[config.mk]
export PLATFORM = sky130hd
export DESIGN_NAME = mem_arbiter_flat
export DESIGN_NICKNAME = d
export VERILOG_FILES = /design/src/rtl/mem_arbiter_if.sv /design/src/rtl/mem_arbiter.sv /design/src/flat_wrapper.sv
export SDC_FILE = /design/constraint.sdc
export NUM_CORES = 1
export LEC_CHECK = 0
export ABC_CLOCK_PERIOD_IN_PS = 2100
export BUFFER_PORTS_ARGS = -buffer_cell sky130_fd_sc_hd__buf_2
export CORE_MARGIN = 2
export CORE_UTILIZATION = 51
export DETAILED_ROUTE_END_ITERATION = 7
export PLACE_DENSITY = 0.8
export SYNTH_ARGS = -nofsm -noshare
export SYNTH_HDL_FRONTEND = slang
export SYNTH_SLANG_ARGS = --single-unit
[constraint.sdc]
create_clock -name clk -period 2.1 [get_ports clk]
set_clock_uncertainty 0.15 [all_clocks]
set_input_delay 0.42 -clock clk [delete_from_list [all_inputs] [get_ports clk]]
set_output_delay 0.42 -clock clk [all_outputs]
set_load 0.02 [all_outputs]
[src/rtl/mem_arbiter_if.sv]
// Bus bundle between the I/D request sides, the arbiter and the backing memory port.
interface mem_arbiter_if;
  logic        i_req;
  logic [31:0] i_addr;
  logic        i_cancel;
  logic        i_ack;
  logic [31:0] i_rdata;
  logic        i_err;
  logic        d_req;
  logic        d_we;
  logic [31:0] d_addr;
  logic [31:0] d_wdata;
  logic [3:0]  d_wstrb;
  logic        d_ack;
  logic [31:0] d_rdata;
  logic        d_err;
  logic        mem_req;
  logic        mem_we;
  logic [31:0] mem_addr;
  logic [31:0] mem_wdata;
  logic [3:0]  mem_wstrb;
  logic        mem_ack;
  logic [31:0] mem_rdata;
  logic        busy;

  modport slave (
    input  i_req, i_addr, i_cancel, d_req, d_we, d_addr, d_wdata, d_wstrb,
           mem_ack, mem_rdata,
    output i_ack, i_rdata, i_err, d_ack, d_rdata, d_err,
           mem_req, mem_we, mem_addr, mem_wdata, mem_wstrb, busy
  );

  modport master (
    output i_req, i_addr, i_cancel, d_req, d_we, d_addr, d_wdata, d_wstrb,
           mem_ack, mem_rdata,
    input  i_ack, i_rdata, i_err, d_ack, d_rdata, d_err,
           mem_req, mem_we, mem_addr, mem_wdata, mem_wstrb, busy
  );
endinterface

[src/rtl/mem_arbiter.sv]
// Round-robin arbiter sharing one memory port between icache refill (I) and dcache (D).
// IDLE: no transaction, grant pending side | ISSUE: mem_req pulse | WAIT: await mem_ack or timeout
module mem_arbiter #(
  parameter int          TIMEOUT = 64,
  parameter logic [31:0] NOP     = 32'h0000_0013
) (
  input logic           clk,
  input logic           rst,
  mem_arbiter_if.slave  io_bus
);
  localparam int CW = $clog2(TIMEOUT) + 1;

  typedef enum logic [1:0] {ST_IDLE, ST_ISSUE, ST_WAIT} state_t;

  state_t      r_state, w_next;
  logic        r_i_pend, r_d_pend, r_owner_d, r_last_d, r_squash;
  logic [31:0] r_i_addr, r_d_addr, r_d_wdata;
  logic        r_d_we;
  logic [3:0]  r_d_wstrb;
  logic [CW-1:0] r_cnt;
  logic        r_i_ack, r_i_err, r_d_ack, r_d_err;
  logic [31:0] r_i_rdata, r_d_rdata;
  logic        r_mem_we;
  logic [31:0] r_mem_addr, r_mem_wdata;
  logic [3:0]  r_mem_wstrb;

  logic w_i_fly, w_d_fly, w_i_cand, w_i_take, w_d_take, w_squash_now;
  logic w_grant, w_grant_d, w_done, w_tmo;

  assign w_i_fly      = (r_state != ST_IDLE) && !r_owner_d;
  assign w_d_fly      = (r_state != ST_IDLE) && r_owner_d;
  // A cancel arriving on the grant edge withdraws the pending I request before it is issued.
  assign w_i_cand     = r_i_pend && !io_bus.i_cancel;
  assign w_i_take     = io_bus.i_req &&
                        (io_bus.i_cancel || !(r_i_pend || (w_i_fly && !r_squash)));
  assign w_d_take     = io_bus.d_req && !(r_d_pend || w_d_fly);
  assign w_squash_now = r_squash || io_bus.i_cancel;

  always_comb begin
    w_next    = r_state;
    w_grant   = 1'b0;
    w_grant_d = 1'b0;
    w_done    = 1'b0;
    w_tmo     = 1'b0;
    case (r_state)
      ST_IDLE: begin
        if (w_i_cand || r_d_pend) begin
          w_grant   = 1'b1;
          w_grant_d = r_d_pend && (!w_i_cand || !r_last_d);
          w_next    = ST_ISSUE;
        end
      end
      ST_ISSUE: w_next = ST_WAIT;
      ST_WAIT: begin
        if (io_bus.mem_ack) begin
          w_done = 1'b1;
          w_next = ST_IDLE;
        end else if (r_cnt == CW'(TIMEOUT - 1)) begin
          w_done = 1'b1;
          w_tmo  = 1'b1;
          w_next = ST_IDLE;
        end
      end
      default: w_next = ST_IDLE;
    endcase
  end

  always_ff @(posedge clk) begin
    if (!rst) begin
      r_state     <= ST_IDLE;
      r_i_pend    <= 1'b0;
      r_d_pend    <= 1'b0;
      r_owner_d   <= 1'b0;
      r_last_d    <= 1'b1;
      r_squash    <= 1'b0;
      r_i_addr    <= '0;
      r_d_addr    <= '0;
      r_d_wdata   <= '0;
      r_d_we      <= 1'b0;
      r_d_wstrb   <= '0;
      r_cnt       <= '0;
      r_i_ack     <= 1'b0;
      r_i_err     <= 1'b0;
      r_d_ack     <= 1'b0;
      r_d_err     <= 1'b0;
      r_i_rdata   <= NOP;
      r_d_rdata   <= '0;
      r_mem_we    <= 1'b0;
      r_mem_addr  <= '0;
      r_mem_wdata <= '0;
      r_mem_wstrb <= '0;
    end else begin
      r_state <= w_next;
      r_i_ack <= 1'b0;
      r_i_err <= 1'b0;
      r_d_ack <= 1'b0;
      r_d_err <= 1'b0;

      if (w_i_take) begin
        r_i_pend <= 1'b1;
        r_i_addr <= io_bus.i_addr;
      end else if (io_bus.i_cancel || (w_grant && !w_grant_d)) begin
        r_i_pend <= 1'b0;
      end

      if (w_d_take) begin
        r_d_pend  <= 1'b1;
        r_d_we    <= io_bus.d_we;
        r_d_addr  <= io_bus.d_addr;
        r_d_wdata <= io_bus.d_wdata;
        r_d_wstrb <= io_bus.d_wstrb;
      end else if (w_grant && w_grant_d) begin
        r_d_pend <= 1'b0;
      end

      if (w_grant) begin
        r_owner_d   <= w_grant_d;
        r_last_d    <= w_grant_d;
        r_mem_we    <= w_grant_d ? r_d_we : 1'b0;
        r_mem_addr  <= w_grant_d ? r_d_addr : r_i_addr;
        r_mem_wdata <= w_grant_d ? r_d_wdata : 32'h0;
        r_mem_wstrb <= w_grant_d ? r_d_wstrb : 4'h0;
      end

      if (r_state == ST_ISSUE)     r_cnt <= '0;
      else if (r_state == ST_WAIT) r_cnt <= r_cnt + CW'(1);

      if (w_done)                        r_squash <= 1'b0;
      else if (io_bus.i_cancel && w_i_fly) r_squash <= 1'b1;

      if (w_done) begin
        if (r_owner_d) begin
          r_d_ack   <= 1'b1;
          r_d_err   <= w_tmo;
          r_d_rdata <= (w_tmo || r_mem_we) ? 32'h0 : io_bus.mem_rdata;
        end else if (!w_squash_now) begin
          r_i_ack   <= 1'b1;
          r_i_err   <= w_tmo;
          r_i_rdata <= w_tmo ? NOP : io_bus.mem_rdata;
        end
      end
    end
  end

  assign io_bus.mem_req   = (r_state == ST_ISSUE);
  assign io_bus.busy      = (r_state != ST_IDLE);
  assign io_bus.mem_we    = r_mem_we;
  assign io_bus.mem_addr  = r_mem_addr;
  assign io_bus.mem_wdata = r_mem_wdata;
  assign io_bus.mem_wstrb = r_mem_wstrb;
  assign io_bus.i_ack     = r_i_ack;
  assign io_bus.i_rdata   = r_i_rdata;
  assign io_bus.i_err     = r_i_err;
  assign io_bus.d_ack     = r_d_ack;
  assign io_bus.d_rdata   = r_d_rdata;
  assign io_bus.d_err     = r_d_err;
endmodule

[src/flat_wrapper.sv]
// flat-port wrapper written by rule: the top's interface ports become plain ports
module mem_arbiter_flat 
#(
  parameter int          TIMEOUT = 64,
  parameter logic [31:0] NOP     = 32'h0000_0013
)
  (clk, rst, io_bus_i_req, io_bus_i_addr, io_bus_i_cancel, io_bus_d_req, io_bus_d_we, io_bus_d_addr, io_bus_d_wdata, io_bus_d_wstrb, io_bus_mem_ack, io_bus_mem_rdata, io_bus_i_ack, io_bus_i_rdata, io_bus_i_err, io_bus_d_ack, io_bus_d_rdata, io_bus_d_err, io_bus_mem_req, io_bus_mem_we, io_bus_mem_addr, io_bus_mem_wdata, io_bus_mem_wstrb, io_bus_busy);
  mem_arbiter_if io_bus_i ();
  input logic clk;
  input logic rst;
  input wire logic [$bits(io_bus_i.i_req)-1:0] io_bus_i_req;
  input wire logic [$bits(io_bus_i.i_addr)-1:0] io_bus_i_addr;
  input wire logic [$bits(io_bus_i.i_cancel)-1:0] io_bus_i_cancel;
  input wire logic [$bits(io_bus_i.d_req)-1:0] io_bus_d_req;
  input wire logic [$bits(io_bus_i.d_we)-1:0] io_bus_d_we;
  input wire logic [$bits(io_bus_i.d_addr)-1:0] io_bus_d_addr;
  input wire logic [$bits(io_bus_i.d_wdata)-1:0] io_bus_d_wdata;
  input wire logic [$bits(io_bus_i.d_wstrb)-1:0] io_bus_d_wstrb;
  input wire logic [$bits(io_bus_i.mem_ack)-1:0] io_bus_mem_ack;
  input wire logic [$bits(io_bus_i.mem_rdata)-1:0] io_bus_mem_rdata;
  output wire logic [$bits(io_bus_i.i_ack)-1:0] io_bus_i_ack;
  output wire logic [$bits(io_bus_i.i_rdata)-1:0] io_bus_i_rdata;
  output wire logic [$bits(io_bus_i.i_err)-1:0] io_bus_i_err;
  output wire logic [$bits(io_bus_i.d_ack)-1:0] io_bus_d_ack;
  output wire logic [$bits(io_bus_i.d_rdata)-1:0] io_bus_d_rdata;
  output wire logic [$bits(io_bus_i.d_err)-1:0] io_bus_d_err;
  output wire logic [$bits(io_bus_i.mem_req)-1:0] io_bus_mem_req;
  output wire logic [$bits(io_bus_i.mem_we)-1:0] io_bus_mem_we;
  output wire logic [$bits(io_bus_i.mem_addr)-1:0] io_bus_mem_addr;
  output wire logic [$bits(io_bus_i.mem_wdata)-1:0] io_bus_mem_wdata;
  output wire logic [$bits(io_bus_i.mem_wstrb)-1:0] io_bus_mem_wstrb;
  output wire logic [$bits(io_bus_i.busy)-1:0] io_bus_busy;
  assign io_bus_i.i_req = io_bus_i_req;
  assign io_bus_i.i_addr = io_bus_i_addr;
  assign io_bus_i.i_cancel = io_bus_i_cancel;
  assign io_bus_i.d_req = io_bus_d_req;
  assign io_bus_i.d_we = io_bus_d_we;
  assign io_bus_i.d_addr = io_bus_d_addr;
  assign io_bus_i.d_wdata = io_bus_d_wdata;
  assign io_bus_i.d_wstrb = io_bus_d_wstrb;
  assign io_bus_i.mem_ack = io_bus_mem_ack;
  assign io_bus_i.mem_rdata = io_bus_mem_rdata;
  assign io_bus_i_ack = io_bus_i.i_ack;
  assign io_bus_i_rdata = io_bus_i.i_rdata;
  assign io_bus_i_err = io_bus_i.i_err;
  assign io_bus_d_ack = io_bus_i.d_ack;
  assign io_bus_d_rdata = io_bus_i.d_rdata;
  assign io_bus_d_err = io_bus_i.d_err;
  assign io_bus_mem_req = io_bus_i.mem_req;
  assign io_bus_mem_we = io_bus_i.mem_we;
  assign io_bus_mem_addr = io_bus_i.mem_addr;
  assign io_bus_mem_wdata = io_bus_i.mem_wdata;
  assign io_bus_mem_wstrb = io_bus_i.mem_wstrb;
  assign io_bus_busy = io_bus_i.busy;
  mem_arbiter #(.TIMEOUT(TIMEOUT), .NOP(NOP)) u_core (.clk(clk), .rst(rst), .io_bus(io_bus_i));
endmodule
==> results of run 1 <==
power groups by stage:
stage / combinational (mW) / sequential (mW) / clock [mW]
2_1_floorplan: 0.622 / 5.24 / 0
4_1_cts: 1.24 / 5.10 / 4.46
6_report: 1.25 / 5.11 / 4.38
3_5_place_dp: 1.12 / 5.21 / 0
3_3_place_gp: 1.10 / 5.20 / 0
5_1_grt: 1.36 / 5.13 / 4.64
worst min-delay path by stage:
stage	from	to	slack, ps	cells after the start
after floorplan	u_core.r_i_addr[0]	u_core.r_i_addr[0]	280	2
after global placement	u_core.io_bus.i_rdata[15]	u_core.io_bus.i_rdata[15]	290	2
after CTS	io_bus_mem_rdata[30]	u_core.io_bus.d_rdata[30]	0.6	2
after global routing	io_bus_d_addr[26]	u_core.r_d_addr[26]	3	3
final	io_bus_i_addr[8]	u_core.r_i_addr[8]	20	3
after detailed placement	u_core.io_bus.i_rdata[11]	u_core.io_bus.i_rdata[11]	300	2
flip-flops by register name (all words and copies together), names as in the netlist, 2 cells and up:
register	count
u_core.r_state	2
u_core.r_i_addr	32
u_core.io_bus.i_rdata	32
u_core.io_bus.mem_wdata	32
u_core.io_bus.d_rdata	32
u_core.r_d_wstrb	4
u_core.r_d_wdata	32
u_core.io_bus.mem_wstrb	4
u_core.io_bus.mem_addr	32
u_core.r_d_addr	32
u_core.r_cnt	7
critical path, delay by kind of cell, from the launching register on:
kind | cells | cell delay [ps]
flops | 1 | 350
simple gates | 1 | 180
buf+inv | 2 | 270
cells in the mapped netlist, drive strengths merged:
cell type	number
mux2i	64
nand2b	2
nor2b	6
a31oi	1
and4b	1
nand2	267
nand4	1
o21bai	1
and3	1
nand3	3
o211a	1
buf	28
and2	1
ha	1
dfxtp	252
or3	2
clkbuf	48
nand3b	1
o21a	2
o41a	1
a22oi	37
o21ai	5
nand4b	1
a211o	1
xnor2	2
nor2	84
nor3	2
a22o	32
a222oi	32
nor3b	2
a211oi	1
inv	4
xor2	3
o21ba	1
a21oi	75
nor4b	1
final cells by class:
cell class	count	area, µm²
diodes	2	5.005
clock inverters	4	70.07
flip-flops and latches	252	5045
fillers	1238	4975
repair buffers	380	2517
well taps	225	281.5
inverters	4	17.52
clock buffers	39	738.2
multi-input cells	635	3587
logic make-up after synthesis:
family	synth area share
AOI/OAI and AO/OA	0.1525
buffers and inverters	0.04157
DFF	0.5625
xor gates and xnor gates	0.004884
adders and majority gates	0.001395
muxes	0.07143
and+or+nand+nor	0.1657
placed cells by master (no fill, tap or decap), types with 8 or more instances in the layout:
master / Yosys / final
buf_2: 10 / 276
dfxtp_1: 252 / 252
nand2_1: 267 / 267
buf_4: 16 / 10
dlygate4sd3_1: 0 / 82
nor2_1: 83 / 83
a222oi_1: 32 / 32
clkbuf_16: 0 / 25
a22oi_1: 37 / 37
buf_12: 0 / 12
mux2i_1: 64 / 64
a21oi_1: 75 / 75
a22o_1: 32 / 32
clkbuf_1: 48 / 8
layer usage:
layer	vias to the layer above	part of all wire	global-route usage
met5	-	0	0
met4	0	0.044	0.1094
met3	84	0.092	0.05963
met2	414	0.47	0.4439
met1	3938	0.39	0.3186
li1	3981	-	-
stage by stage:
stage / util / std cells / total power [mW] / setup slack (ps) / hold slack [ps]
final: 0.7114 / 1541 / 10.74 / 230.5 / 15.04
after CTS: 0.7105 / 1538 / 10.80 / 209.5 / 0.5620
after global placement: 0.6166 / 1414 / 6.297 / 256.4 / 290.0
after detailed placement: 0.6166 / 1414 / 6.323 / 204.8 / 295.5
after global routing: 0.7114 / 1541 / 11.13 / 122.0 / 2.824
after floorplan: - / 967 / 5.865 / 339.0 / 284.1
==> results.md, run 1 <==
- After clock tree synthesis, the setup repair step added 0 buffers.
- The data arrival at the endpoint of the critical path is 1300 ps.
- Gates resized during post-CTS repair numbered 0.
- The detailed-route wire length per cell is 16.49 µm.
- The count of routing violations after the opening detailed-route iteration is 576.
- The clock drives between 200 and 300 sinks.
- Of the total power, registers draw 0.476.
- The total global-route track usage is 0.2613.
- The power per standard cell area is 876.0 nW/µm².
- The total number of placement rows is 48.
- For this run, the register share of the synthesized area comes to 0.5625.
- The TritonCTS clock tree is yes.
- The total number of H-tree levels is 1.
- Routability-driven placement finished with a final weighted congestion of roughly 0.83.
- 278 I/O pins were placed.
- In this design, the stage delay of the slowest critical-path cell is ~350 ps.
- For the worst setup path, the data required time is 1530 ps.
- After detailed routing, the total wire length is 25410 µm.
- The post-route DRC violation count is 0.
- The highest achievable clock rate is 534.9 MHz.
- Setup violations remaining at the end of the flow were counted as 0.
- Clock latency on the worst-skew pair, taken at its later pin, is 500 ps.
- The number of CTS-inserted buffers is 25.
- The post-detailed-placement half-perimeter wirelength is between 15000 and 20000 µm.
- The path class of the lowest-slack min-delay path is primary input to flip-flop.
- The critical path ends at io_bus_busy.
- The die area is 18660 µm².
- The total cell area at the placement stage is 10630 µm².
- The top fanout value on the critical path is 6.
- The initial antenna violation count is 2.
- The count of hold-fix buffers inserted at cts is 81.
- The detail route stage leaves a number of antenna-violating nets equal to 0.
- The first global-routing pass estimated 39410 µm of wire.
- The area added between synthesis and finish is 36.72%.
- The post-CTS clock slew at the launch and capture registers of the worst setup and hold paths is ~60 ps.
- The final layout net count is 1438.
- Setup repair after global routing left no endpoint under its margin.
- The synthesized cell area is 8969 µm².
- From bottom edge to top edge, the die measures 136.6 µm.
- The depth of the worst register-to-register path is 6.
- The post-synthesis area per instance is 9.275 µm².
- The root buffer cell is clkbuf_16.
- For the final routed database, the setup TNS stands at 0 ps.
- The core region is 17240 µm².
- The flip-flop and latch count after synthesis is ~250.
- The worst relative slew slack is 0.7173.
- The slew at the pin with the worst max-slew slack is roughly 420 ps.
- The overall overflow remaining after global route is 0.
- Internal power comes to 8.157 mW.
- The relative contribution of combinational cells to total power is 0.116.
- The internal reg-to-reg setup slack is ~260 ps.
- By area the synthesized netlist is led by dfxtp_1 (56%), nand2_1 (11%), mux2i_1 (7.1%), a21oi_1 (4.2%), a222oi_1 (3.6%).
- The tool flagged a number of max-cap violations equal to 0.
- The starting utilization of the core area is 0.5203.
- In the routed layout, each cell is associated on average with a via count of 5.462.
- The final count of hold timing violations is 0.
- The fraction of post-synthesis cell area in the top cell type by area is 0.5625.
- The origin of the worst setup path is u_core.r_state[1].
- The number of nets in the synthesized netlist is 1107.
- The longest clock path from root to sink contains 3 buffers.
- Yosys printed 0 warnings.
- The detailed-routing iteration count for the pre-antenna-repair pass is 8.
- The number of unique standard cell types used by synthesis is 43.
- The flow ran to the end, and the final reports show no timing, DRC or antenna violations.
- The static leakage is 5.414 nW.
- The fraction of power spent switching nets is 0.2406.
- VDD sags by at most 0.6744 mV.
- The die boundary width is 136.6 µm.
- Of the total power, the clock network draws 0.408.
- The power dissipated by switching net loads is between 2 and 3 mW.
- The critical path in this run is classified as flip-flop to output port.
- Traced cell by cell, the critical path runs through nor2_1 > inv_2 > buf_2.
- The synthesized design spends more area on one cell type than any other, namely dfxtp_1.
- Among all stages on the critical path, the largest delay is contributed by dfxtp_1.
- The kind of capture point of the worst setup path is an output port.
- In the final layout, the share of cells above drive strength 1 is 0.2626.
- The number of global-route vias before repair is around 8000.
- Dividing the final minimum period by the clock period gives 0.8903.
- The capture instance of the worst register-to-register path is u_core.io_bus.i_rdata[28].
- The number of port buffers is approximately 280.
- The summed area of non-filler cells in the final layout is about 12000 µm².
- The routed layout has approximately 8400 vias.
- The maximum number of pins on one net before global-route repair is 83.
- Synthesis produced 967 cells.
- The final-report max-slew violation count is 0.
- The source of the worst register-to-register timing path is u_core.r_cnt[0].
- The shortest period the worst path allows is 1870 ps.
- The critical path startpoint category is a flip-flop.
No activity file was read; power rests on OpenSTA's default activity.
==> inputs of run 2 (changes only) <==
--- a/config.mk
+++ b/config.mk
@@ -5,12 +5,10 @@
 export SDC_FILE = /design/constraint.sdc
 export NUM_CORES = 1
 export LEC_CHECK = 0
-export ABC_CLOCK_PERIOD_IN_PS = 2100
 export BUFFER_PORTS_ARGS = -buffer_cell sky130_fd_sc_hd__buf_2
 export CORE_MARGIN = 2
-export CORE_UTILIZATION = 51
+export CORE_UTILIZATION = 40
 export DETAILED_ROUTE_END_ITERATION = 7
-export PLACE_DENSITY = 0.8
 export SYNTH_ARGS = -nofsm -noshare
 export SYNTH_HDL_FRONTEND = slang
 export SYNTH_SLANG_ARGS = --single-unit
==> run 2 against run 1 <==
  * Sequential share of layout area down 2.3 points
  * Cell count up 6.9%
  * Design area up 5.8%
  * Clock power up 17%
  * Register-to-register slack worse by 50 ps
  * Hold slack better by 6.0 ps
  * Core utilization down 12 points
  * Die area up 27%
  * Critical path depth unchanged
  * Global-route usage down 4.7 points
  * Sequential power about the same
  * Critical endpoint is now io_bus_mem_req
  * Highest routed layer unchanged
==> results.md, run 2 (synthesis gave the netlist of run 1 again) <==
- The routed wire length was 26530 µm (+4.4%).
- The top cell types in the final layout, fill and taps aside, are buf_2 (276), nand2_1 (267), dfxtp_1 (252).
- The overall overflow remaining after global route is 0 (unchanged).
- The total of max-cap violations is 0 (unchanged).
- The final-layout setup total negative slack is 0 ps (unchanged).
- The post-CTS clock slew at the launch and capture registers of the worst setup and hold paths is 60 ps (about the same).
- The slew at the pin with the worst max-slew slack came to 440.8 ps (+16.81 ps).
- The total number of H-tree levels is 1 (unchanged).
- The final count of hold timing violations is 0 (unchanged).
- The setup slack after placement is 199.6 ps (-5.234 ps).
- STA classifies the critical path endpoint as an output port.
- The area of combinational cells with multiple inputs is 3587 µm² (unchanged).
- TritonCTS built the clock tree.
- The setup slack after layout was 173.6 ps (-56.82 ps).
- The final weighted congestion in routability-driven placement is 0.7666 (-7.9%).
- The required time at the worst-slack endpoint is 1530 ps (about the same).
- The total number of placement rows was 54 (+13%).
- The static leakage is 5.692 nW (+5.1%).
- On the critical path, the stage with the largest delay is an instance of dfxtp_1.
- The origin of the worst setup path is u_core.r_state[1].
- The flow ran to the end, and the final reports show no timing, DRC or antenna violations.
- The detailed-routing iteration count for the pre-antenna-repair pass was 6 (-2).
- The critical path startpoint category is a flip-flop.
- The number of clock sinks seen by CTS was 252 (unchanged).
- The insertion delay of the later-clocked pin in the worst-skew pair is 530 ps (+30 ps).
- The post-detailed-placement half-perimeter wirelength is 16030 µm (+4.4%).
- The via count normalized by instance count is 5.017 (-8.1%).
- The remaining antenna violation count is 0 (unchanged).
- The summed area of non-filler cells in the final layout is 12970 µm² (+5.8%).
- The die outline height came to 153.7 µm (+13%).
- The die boundary width came to 153.7 µm (+13%).
- The setup fix buffers added after clock tree synthesis is 0 (unchanged).
- The source of the worst register-to-register timing path is u_core.r_cnt[0].
- The number of CTS-inserted buffers was 28 (+12%).
- The number of port buffers is 277 (unchanged).
- The final layout net count came to 1489 (+3.5%).
- The worst relative slew slack is 0.7061 (-0.01121).
- From synthesis to final layout, the design area changed by 44.64%.
- The data arrival at the endpoint of the critical path came to 1360 ps (+60 ps).
- The final-layout fill cell count is 1956 (+58%).
- The total inserted antenna cells is 0 (-2).
- The power per standard cell area was 891.4 nW/µm² (+1.8%).
- The initial antenna violation count was 1 (-1).
- The maximum buffer depth of the clock tree is 3 (unchanged).
- The post-route clock period utilization is 0.9173 (+0.02706).
- The post-route core utilization was 0.5926 (-0.1188).
- The post-route DRC violation count is 0 (unchanged).
- The shortest period the worst path allows is 1926 ps (+56.82 ps).
- The I/O pin total is 278 (unchanged).
- The via total after detailed routing is 8268 (-1.8%).
- The cell count after placement is 1469 (+3.9%).
- Walking the worst path, the cells encountered are nand2b_1 > inv_1 > buf_2.
- The final-report max-slew violation count came to 0 (unchanged).
- The area taken by flip-flops and latches came to 5045 µm² (unchanged).
- The post-layout total power came to 11.56 mW (+7.7%).
- The most common cell after layout, fill and taps aside is buf_2.
- The highest achievable clock rate was 519.1 MHz (-2.9%).
- The count of routing violations after the opening detailed-route iteration is 483 (-16%).
- The worst hold path belongs to the class primary input to flip-flop.
- The total setup violations reported at the end of the flow is 0 (unchanged).
- The global-route wire length before repair is 42240 µm (+7.2%).
- Setup repair after global routing left no endpoint under its margin.
- The fraction of final layout cells sized beyond drive strength 1 was 0.2588 (-0.003785).
- The total cell area at the placement stage was 10700 µm² (+0.65%).
- The worst hold slack is 21.06 ps (+6.014 ps).
- The type of the worst setup path is flip-flop to output port.
- The delay contributed by the slowest stage of the critical path is 380 ps (+30 ps).
- The maximum number of pins on one net before global-route repair was 97 (+17%).
- The root buffer cell chosen for the clock tree is clkbuf_16.
- The number of standard cells in the final layout excluding fillers was 1648 (+6.9%).
- The worst hold path begins at io_bus_i_addr[21].
- The largest vdd supply drop is 0.4912 mV (-27%).
- The total global-route track usage is 0.2145 (-0.04681).
- The top fanout value on the critical path is 6 (unchanged).
- The core region area is 21890 µm² (+27%).
- The number of global-route vias before repair is 8102 (+1.1%).
- The detailed-route wire length per cell is 16.10 µm (-2.4%).
- The die area is 23640 µm² (+27%).
- The starting utilization of the core area came to 0.4097 (-0.1106).
[run 2: routing by layer]
metal	wire length, µm	GRT usage	up-vias
met4	468	0.04937	0
met3	1955	0.05214	38
met1	11450	0.2680	3879
li1	-	-	4076
met2	12650	0.3746	275
met5	0	0	-
[run 2: area by class of cell]
cell class	count	share of cell area
multi-input cells	635	0.2765
repair buffers	428	0.2311
flip-flops and latches	252	0.3889
clock buffers	39	0.06269
clock inverters	10	0.01244
inverters	4	0.001350
well taps	280	0.02701
[run 2: power by group]
part           internal (mW)  total (mW)  switching [mW]
logic                  0.580        1.32           0.740
registers               4.99        5.10           0.113
clock network           3.18        5.14            1.96
[run 2: timing repair]
item / 4_1_cts / 5_1_grt
resized for setup: 0 / 0
setup endpoints to repair: 0 / 0
endpoints found under the hold margin: 153 / 0
hold buffers: 130 / 0
[run 2: final timing paths]
kind | slack (ps) | to | cells past startpoint
max | 170 | io_bus_mem_req | 3
min | 20 | u_core.r_i_addr[21] | 3
max reg2reg | 210 | u_core.io_bus.i_rdata[12] | 6
min reg2reg | 300 | u_core.r_d_wdata[20] | 2
[run 2: critical path, delay by kind of cell, from the launching register on]
family        cells  cell delay (ps)
flops             1              380
simple gates      1              230
buf+inv           2              220
